--- src/rtl/bit_serial_adder_ctrl_pkg.sv ---
`default_nettype none
// ============================================================================
// Module   : bit_serial_adder_ctrl_pkg
// Brief    : State encoding shared by the bit-serial adder sequencer.
// Revision : 1.0
// ============================================================================
package bit_serial_adder_ctrl_pkg;

  localparam logic [1:0] S_IDLE = 2'd0;
  localparam logic [1:0] S_RUN  = 2'd1;
  localparam logic [1:0] S_DONE = 2'd2;

  typedef enum logic [1:0] {
    ST_IDLE = S_IDLE,
    ST_RUN  = S_RUN,
    ST_DONE = S_DONE
  } state_t;

endpackage : bit_serial_adder_ctrl_pkg
`default_nettype wire

--- src/rtl/bit_serial_adder_ctrl_full_addr.sv ---
`default_nettype none
// ============================================================================
// Module   : half_addr / full_addr
// Brief    : One-bit full adder built from two half adders and an OR gate.
// Revision : 1.0
// ============================================================================
module half_addr (
  input  logic i_a,
  input  logic i_b,
  output logic o_sum,
  output logic o_carry
);

  assign o_sum   = i_a ^ i_b;
  assign o_carry = i_a & i_b;

endmodule : half_addr

module full_addr (
  input  logic a,
  input  logic b,
  input  logic cin,
  output logic cout,
  output logic sum
);

  logic w_s1;
  logic w_c1;
  logic w_c2;

  half_addr u_ha0 (
    .i_a     (a),
    .i_b     (b),
    .o_sum   (w_s1),
    .o_carry (w_c1)
  );

  half_addr u_ha1 (
    .i_a     (w_s1),
    .i_b     (cin),
    .o_sum   (sum),
    .o_carry (w_c2)
  );

  // Both carries can never be high together, so OR equals the majority.
  assign cout = w_c1 | w_c2;

endmodule : full_addr
`default_nettype wire

--- src/rtl/bit_serial_adder_ctrl.sv ---
`default_nettype none
// ============================================================================
// Module   : bit_serial_adder_ctrl
// Brief    : Adds two N-bit operands one bit per cycle through a shared
//            full-adder cell, with a start/busy/done handshake.
// Revision : 1.0
// ============================================================================
module bit_serial_adder_ctrl #(
  parameter int N = 8
) (
  input  logic         clk,
  input  logic         rst,
  input  logic         start,
  input  logic [N-1:0] a,
  input  logic [N-1:0] b,
  input  logic         cin,
  output logic         busy,
  output logic         done,
  output logic [N-1:0] sum,
  output logic         cout
);

  import bit_serial_adder_ctrl_pkg::*;

  localparam int CW = $clog2(N);
  localparam logic [CW-1:0] c_last_cnt = CW'(N - 1);

  state_t          r_state;
  logic [N-1:0]    r_opa;
  logic [N-1:0]    r_opb;
  // Holds result bits [N-1:1]; bit 0 falls out on the final shift anyway.
  logic [N-2:0]    r_res;
  logic            r_carry;
  logic [CW-1:0]   r_cnt;
  logic            r_busy;
  logic            r_done;
  logic [N-1:0]    r_sum;
  logic            r_cout;

  logic            w_s;
  logic            w_c;
  logic [N-1:0]    w_res_full;

  full_addr u_fa (
    .a    (r_opa[0]),
    .b    (r_opb[0]),
    .cin  (r_carry),
    .cout (w_c),
    .sum  (w_s)
  );

  assign w_res_full = {w_s, r_res};

  always_ff @(posedge clk) begin
    if (rst) begin
      r_state <= ST_IDLE;
      r_opa   <= '0;
      r_opb   <= '0;
      r_res   <= '0;
      r_carry <= 1'b0;
      r_cnt   <= '0;
      r_busy  <= 1'b0;
      r_done  <= 1'b0;
      r_sum   <= '0;
      r_cout  <= 1'b0;
    end else begin
      case (r_state)
        ST_IDLE, ST_DONE: begin
          if (start) begin
            r_opa   <= a;
            r_opb   <= b;
            r_carry <= cin;
            r_cnt   <= '0;
            r_busy  <= 1'b1;
            r_done  <= 1'b0;
            r_state <= ST_RUN;
          end else begin
            r_busy  <= 1'b0;
            r_done  <= 1'b0;
            r_state <= ST_IDLE;
          end
        end
        ST_RUN: begin
          r_res   <= w_res_full[N-1:1];
          r_opa   <= {1'b0, r_opa[N-1:1]};
          r_opb   <= {1'b0, r_opb[N-1:1]};
          r_carry <= w_c;
          r_cnt   <= r_cnt + CW'(1);
          if (r_cnt == c_last_cnt) begin
            r_sum   <= w_res_full;
            r_cout  <= w_c;
            r_busy  <= 1'b0;
            r_done  <= 1'b1;
            r_state <= ST_DONE;
          end
        end
        default: begin
          r_busy  <= 1'b0;
          r_done  <= 1'b0;
          r_state <= ST_IDLE;
        end
      endcase
    end
  end

  assign busy = r_busy;
  assign done = r_done;
  assign sum  = r_sum;
  assign cout = r_cout;

endmodule : bit_serial_adder_ctrl
`default_nettype wire

--- config.mk ---
export PLATFORM = sky130hd
export DESIGN_NAME = bit_serial_adder_ctrl
export DESIGN_NICKNAME = d
export VERILOG_FILES = /design/src/rtl/bit_serial_adder_ctrl_pkg.sv /design/src/rtl/bit_serial_adder_ctrl_full_addr.sv /design/src/rtl/bit_serial_adder_ctrl.sv
export SDC_FILE = /design/constraint.sdc
export NUM_CORES = 1
export LEC_CHECK = 0
export ABC_CLOCK_PERIOD_IN_PS = 1600
export CORE_ASPECT_RATIO = 2
export CORE_MARGIN = 8
export CORE_UTILIZATION = 50
export DETAILED_ROUTE_END_ITERATION = 8
export PLACE_DENSITY = 0.78
export SYNTH_ARGS = -nofsm -noshare
export SYNTH_HDL_FRONTEND = slang
export SYNTH_SLANG_ARGS = --single-unit
export TNS_END_PERCENT = 30
--- constraint.sdc ---
create_clock -name clk -period 1.6 [get_ports clk]
set_clock_uncertainty 0.05 [all_clocks]
set_input_delay 0.32 -clock clk [delete_from_list [all_inputs] [get_ports clk]]
set_output_delay 0.32 -clock clk [all_outputs]
set_load 0.05 [all_outputs]
==> impl_metrics.ini, run 1 <==
[outcome]
status = complete, no violations

[synthesis]
synth_edf_count = 0
async_flop_share_pct = 0
seq_area_frac_synth_pct = 52.2
post_synth.cell_area_avg_sq_um = 8.57
yosys.area.top_type_share_pct = 52.2
synthTopCellsByCount = dfxtp_1, nor3_1, nand2_1
synth_area_sq_mm = 0.00153
ys_seq_elements = 40
syn-instance-count = 179
yosys-top-cells-area = dfxtp_1, nor3_1, a21oi_1, nand2_1, o22ai_1
yosysMostFrequentCell = dfxtp_1
synth_top_area_cell = dfxtp_1
synth_nets = 202
synth.distinct_cells = 19
synth_ff_type = dfxtp_1
yosys_warnings = 0

[place]
dp_hpwl_mm = 2.58
routabilityCongestion = 0.724
placement.setup.worst_slack_ns = 0.0248
port_buffers = 30

[power_and_ir_drop]
ir_drop_mv = 0.759
finalPower_mw = 1.98
powerDensity_mw_per_mm2 = 970
p_leak_nw = 0.735

[floorplanning]
start_util_pct = 52.1
die_h_microns = 94.3
fp-row-count = 28
die_area_sq_mm = 0.00520
core_region_area_sq_mm = 0.00294
die_w_microns = 55.2
num_io_pins = 31

[critical_path]
crit-reg2reg-launch = r_cnt[0]
critPathTopFamily = adder cells
rr_worst_depth = 5
path_common_cell = ha_1
cp_slowest_cell = dfxtp_1
end_kind = flop
worstReg2RegEnd = cout
path_class = reg2reg
cp.required_ns = 1.77
arrival_ns = 1.54
critPathMaxStageDelay_ns = 0.32
cp-start-kind = flop
crit_fanout = 9
reg2reg_setup_slack_ns = 0.22
cp_num_buf_inv = 0
path_cells = ha_1 > ha_1 > nand3b_1 > nand2_1 > a21oi_1

[clocking]
clk_pin_slew_ns = 0.07
cts_resized = 0
clock_path_buffers = 2
cts_setup_buffers = 0
numCtsBuffers = 5
cts_hold_buf = 0
cts_tree = built
clk_latency_ns = 0.29
cts.sinks = 40
clockRootBuffer = clkbuf_8
cts-htree-levels = 2

[drt]
wl_per_cell_microns = 14.6
ant_nets = 0
dr.pass1.iters = 4
first_iter_violations = 29
viasPerCell = 5.79
via_count = 1383
routed_wl_mm = 3.50
route.detailed.drc = 0

[sta]
max_freq_ghz = 0.727
finalHoldViolCount = 0
worst_pin_slew_ns = 0.341
finalCriticalPeriod_ns = 1.38
setup-tns-final_ns = 0
slew_headroom_pct = 77.2
fin_crit_sh_pct = 86.0
finalSetupViolations = 0
slew_viol_final = 0
setup_ws_ns = 0.224
rsz0062_at_grt = false

[layout]
utilization_pct = 69.3
diodes = 0
n_fill_cell = 245
area_delta_synth_final_pct = 33.0
drive_above_1_share_pct = 12.4
nets = 232

[global_route]
grt_pass1_wl_mm = 6.01
grt_max_degree = 41
grt_usage_pct = 15.0
antenna_found_initial = 0
first_global_vias = 1417
grt_overflow_total = 0

[hold_path]
hold_end = sum[3]
min_path_type = reg2reg
min_path_cells = 2
min_from = sum[3]

[job]
cap_viol_max_count = 0
## metal layers
layer / track usage (%) / wire length (microns) / vias up
met5: 0 / 0 / -
met4: 6.45 / 76 / 0
met3: 4.88 / 230 / 10
met2: 27.3 / 1920 / 46
met1: 14.2 / 1270 / 642
li1: - / - / 685
## final cells by class
type                       instances  area (sq um)  share of cell area, %
multi-input combinational        123           646                   31.7
clock inverter                     1          5.00                  0.245
tap                               30          37.5                   1.84
sequential                        40           801                   39.3
clock buffer                       6          72.6                   3.56
timing repair buffer              39           478                   23.4
## state kept, by name (all words and copies together), names as in the netlist
name and cells:
r_res 7, r_state 2, r_cnt 3, r_carry 1, done 1, sum 8
cout 1, busy 1, r_opa 8, r_opb 8
## where the power goes
part	internal [mW]	switching (mW)	total, mW
registers	1.05	0.0361	1.08
logic	0.137	0.141	0.278
clock network	0.296	0.321	0.617
total	1.48	0.498	1.98
## placed cells by master (no fill, tap or decap), drive strengths merged
master,n
a21oi,22
and2b,1
buf,20
clkbuf,6
clkdlybuf4s50,19
clkinv,1
dfxtp,40
fa,1
ha,2
nand2,27
nand2b,3
nand3,14
nand3b,2
nor2,2
nor2b,1
nor3,31
nor3b,1
o21a,1
o22ai,15
## worst max-delay path by stage
stage / start / endpoint / cells past startpoint
global placement: start / r_opb[3] / 5
finish: r_cnt[0] / cout / 5
floorplan: r_cnt[0] / sum[0] / 5
global route: r_cnt[0] / cout / 5
CTS: r_cnt[0] / cout / 5
detailed placement: start / r_opa[5] / 5
## per-stage QoR
| step | instance area, sq um | hold WS, ns | instances |
|---|---|---|---|
| finish | 2040 | 0.412 | 239 |
| detailed placement | 1960 | 0.406 | 232 |
| CTS | 2040 | 0.415 | 239 |
| global placement | 1960 | 0.393 | 232 |
| floorplan | 1530 | 0.387 | 179 |
| global route | 2040 | 0.434 | 239 |
## worst reg2reg max path: cells and delay by family (launching register included)
family,cells,cell delay (ns)
compound gates,1,0.16
fa+ha+maj,2,0.39
flops,1,0.32
simple gates,2,0.38
## logic make-up (layout without fill, tap and decap cells)
| family | after synthesis | count (layout) | synth area share, % |
|---|---|---|---|
| and+or+nand+nor | 82 | 82 | 25.4 |
| DFF | 40 | 40 | 52.2 |
| AOI/OAI and AO/OA | 38 | 38 | 13.8 |
| buffers and inverters | 16 | 46 | 5.71 |
| adders and majority gates | 3 | 3 | 2.94 |
No activity file was read; power rests on OpenSTA's default activity.
==> run 2, diff against run 1 <==
Settings changed: ABC_CLOCK_PERIOD_IN_PS 1600 to 1680, CORE_UTILIZATION 50 to 53, PLACE_DENSITY 0.78 to 0.82.
Clock period 1.6 ns to 1.68 ns, I/O delays scaled along.
==> run 2 against run 1 <==
Compared with the run above:
- fmax hardly changed
- largest power group unchanged
- cell count is 1.3% lower
- sequential cell count stayed put
- via count increased by 1.4%
- largest cell class unchanged
- count of clock-buffer cells in the layout unchanged
- total power is 4.2% lower
- sequential power shrank 5%
- global-route usage up 0.54 points
- setup slack improved by 0.079 ns
==> impl_metrics.ini, run 2 (synthesis gave the netlist of run 1 again) <==
[job]
cap_viol_max_count = 0

[sta]
fin_crit_sh_pct = 82.0
slew_viol_final = 0
finalHoldViolCount = 0
worst_pin_slew_ns = 0.347
setup-tns-final_ns = 0
finalCriticalPeriod_ns = 1.38
rsz0062_at_grt = false
max_freq_ghz = 0.726
finalSetupViolations = 0
slew_headroom_pct = 76.8

[clocking]
cts_setup_buffers = 0
cts-htree-levels = 2
clk_latency_ns = 0.29
cts.sinks = 40
clk_pin_slew_ns = 0.07
clock_path_buffers = 2
numCtsBuffers = 5
cts_resized = 0
clockRootBuffer = clkbuf_8
cts_hold_buf = 0
cts_tree = built

[outcome]
status = complete, no violations

[critical_path]
end_kind = flop
path_class = reg2reg
cp-start-kind = flop
cp.required_ns = 1.86
crit_fanout = 9
arrival_ns = 1.55

[floorplanning]
start_util_pct = 55.4
fp-row-count = 27
die_w_microns = 54.0
die_area_sq_mm = 0.00498
core_region_area_sq_mm = 0.00277
die_h_microns = 92.1
num_io_pins = 31

[global_route]
grt_usage_pct = 15.6
antenna_found_initial = 0
first_global_vias = 1356
grt_pass1_wl_mm = 5.92
grt_max_degree = 41
grt_overflow_total = 0

[layout]
diodes = 0
drive_above_1_share_pct = 11.6
nets = 230
fin_area_sq_mm = 0.00192
layout_common_cells = dfxtp_1, nor3_1, nand2_1, a21oi_1, clkdlybuf4s50_1
area_delta_synth_final_pct = 25.4
layout_commonest_cell = dfxtp_1

[drt]
viasPerCell = 5.94
first_iter_violations = 43
dr.pass1.iters = 4
via_count = 1402
ant_nets = 0
route.detailed.drc = 0
routed_wl_mm = 3.60
wl_per_cell_microns = 15.3

[place]
routabilityCongestion = 0.762
dpl-instance-area_sq_mm = 0.00185
port_buffers = 30
dp_hpwl_mm = 2.57

[hold_path]
min_path_type = reg2reg

[power_and_ir_drop]
p_leak_nw = 0.709
powerDensity_mw_per_mm2 = 986
ir_drop_mv = 0.740
[run 2: changes by cell type in the layout (fill, tap and decap cells not counted)]
| cell | delta |
|---|---|
| buf_12 | -8 |
| buf_4 | +6 |
[run 2: cell type report]
type,count,area (sq um)
fill,241,847
clock buffer,6,72.6
multi-input combinational,123,646
timing repair buffer,37,363
tap,29,36.3
clock inverter,1,5.00
sequential,40,801
[run 2: power by group]
part | internal [mW] | leakage (nW) | total (mW) | switching (mW)
logic | 0.131 | 0.341 | 0.272 | 0.140
registers | 0.999 | 0.327 | 1.03 | 0.0324
clock network | 0.282 | 0.0410 | 0.594 | 0.311
[run 2: worst paths after layout]
check,start,to,slack (ns),depth (start not counted)
setup reg to reg,r_cnt[0],sum[2],0.30,5
setup / recovery,r_cnt[0],sum[2],0.30,5
hold / removal,sum[7],sum[7],0.41,2
hold reg to reg,sum[7],sum[7],0.41,2
[run 2: per-stage QoR]
stage / hold slack (ns) / util, % / setup slack [ns] / std cells / total power [mW]
floorplan: 0.387 / - / 0.423 / 179 / 1.22
global placement: 0.393 / 66.6 / 0.199 / 229 / 1.30
detailed placement: 0.398 / 66.6 / 0.0886 / 229 / 1.32
CTS: 0.408 / 69.4 / 0.287 / 236 / 1.90
global route: 0.427 / 69.4 / 0.227 / 236 / 1.99
finish: 0.407 / 69.4 / 0.303 / 236 / 1.90
[run 2: critical path, stage by stage, from the launching register on]
cell      delay [ns]
dfxtp_1         0.33
ha_1            0.21
ha_1            0.20
nand3b_1        0.28
nand2_1         0.11
a21oi_1         0.14
[run 2: routing by layer]
layer,track usage (%),part of all wire (%),up-vias
met2,26.2,53,46
met5,0,0,-
li1,-,-,687
met3,6.63,6.8,10
met4,8.06,2.8,0
met1,15.2,37,659
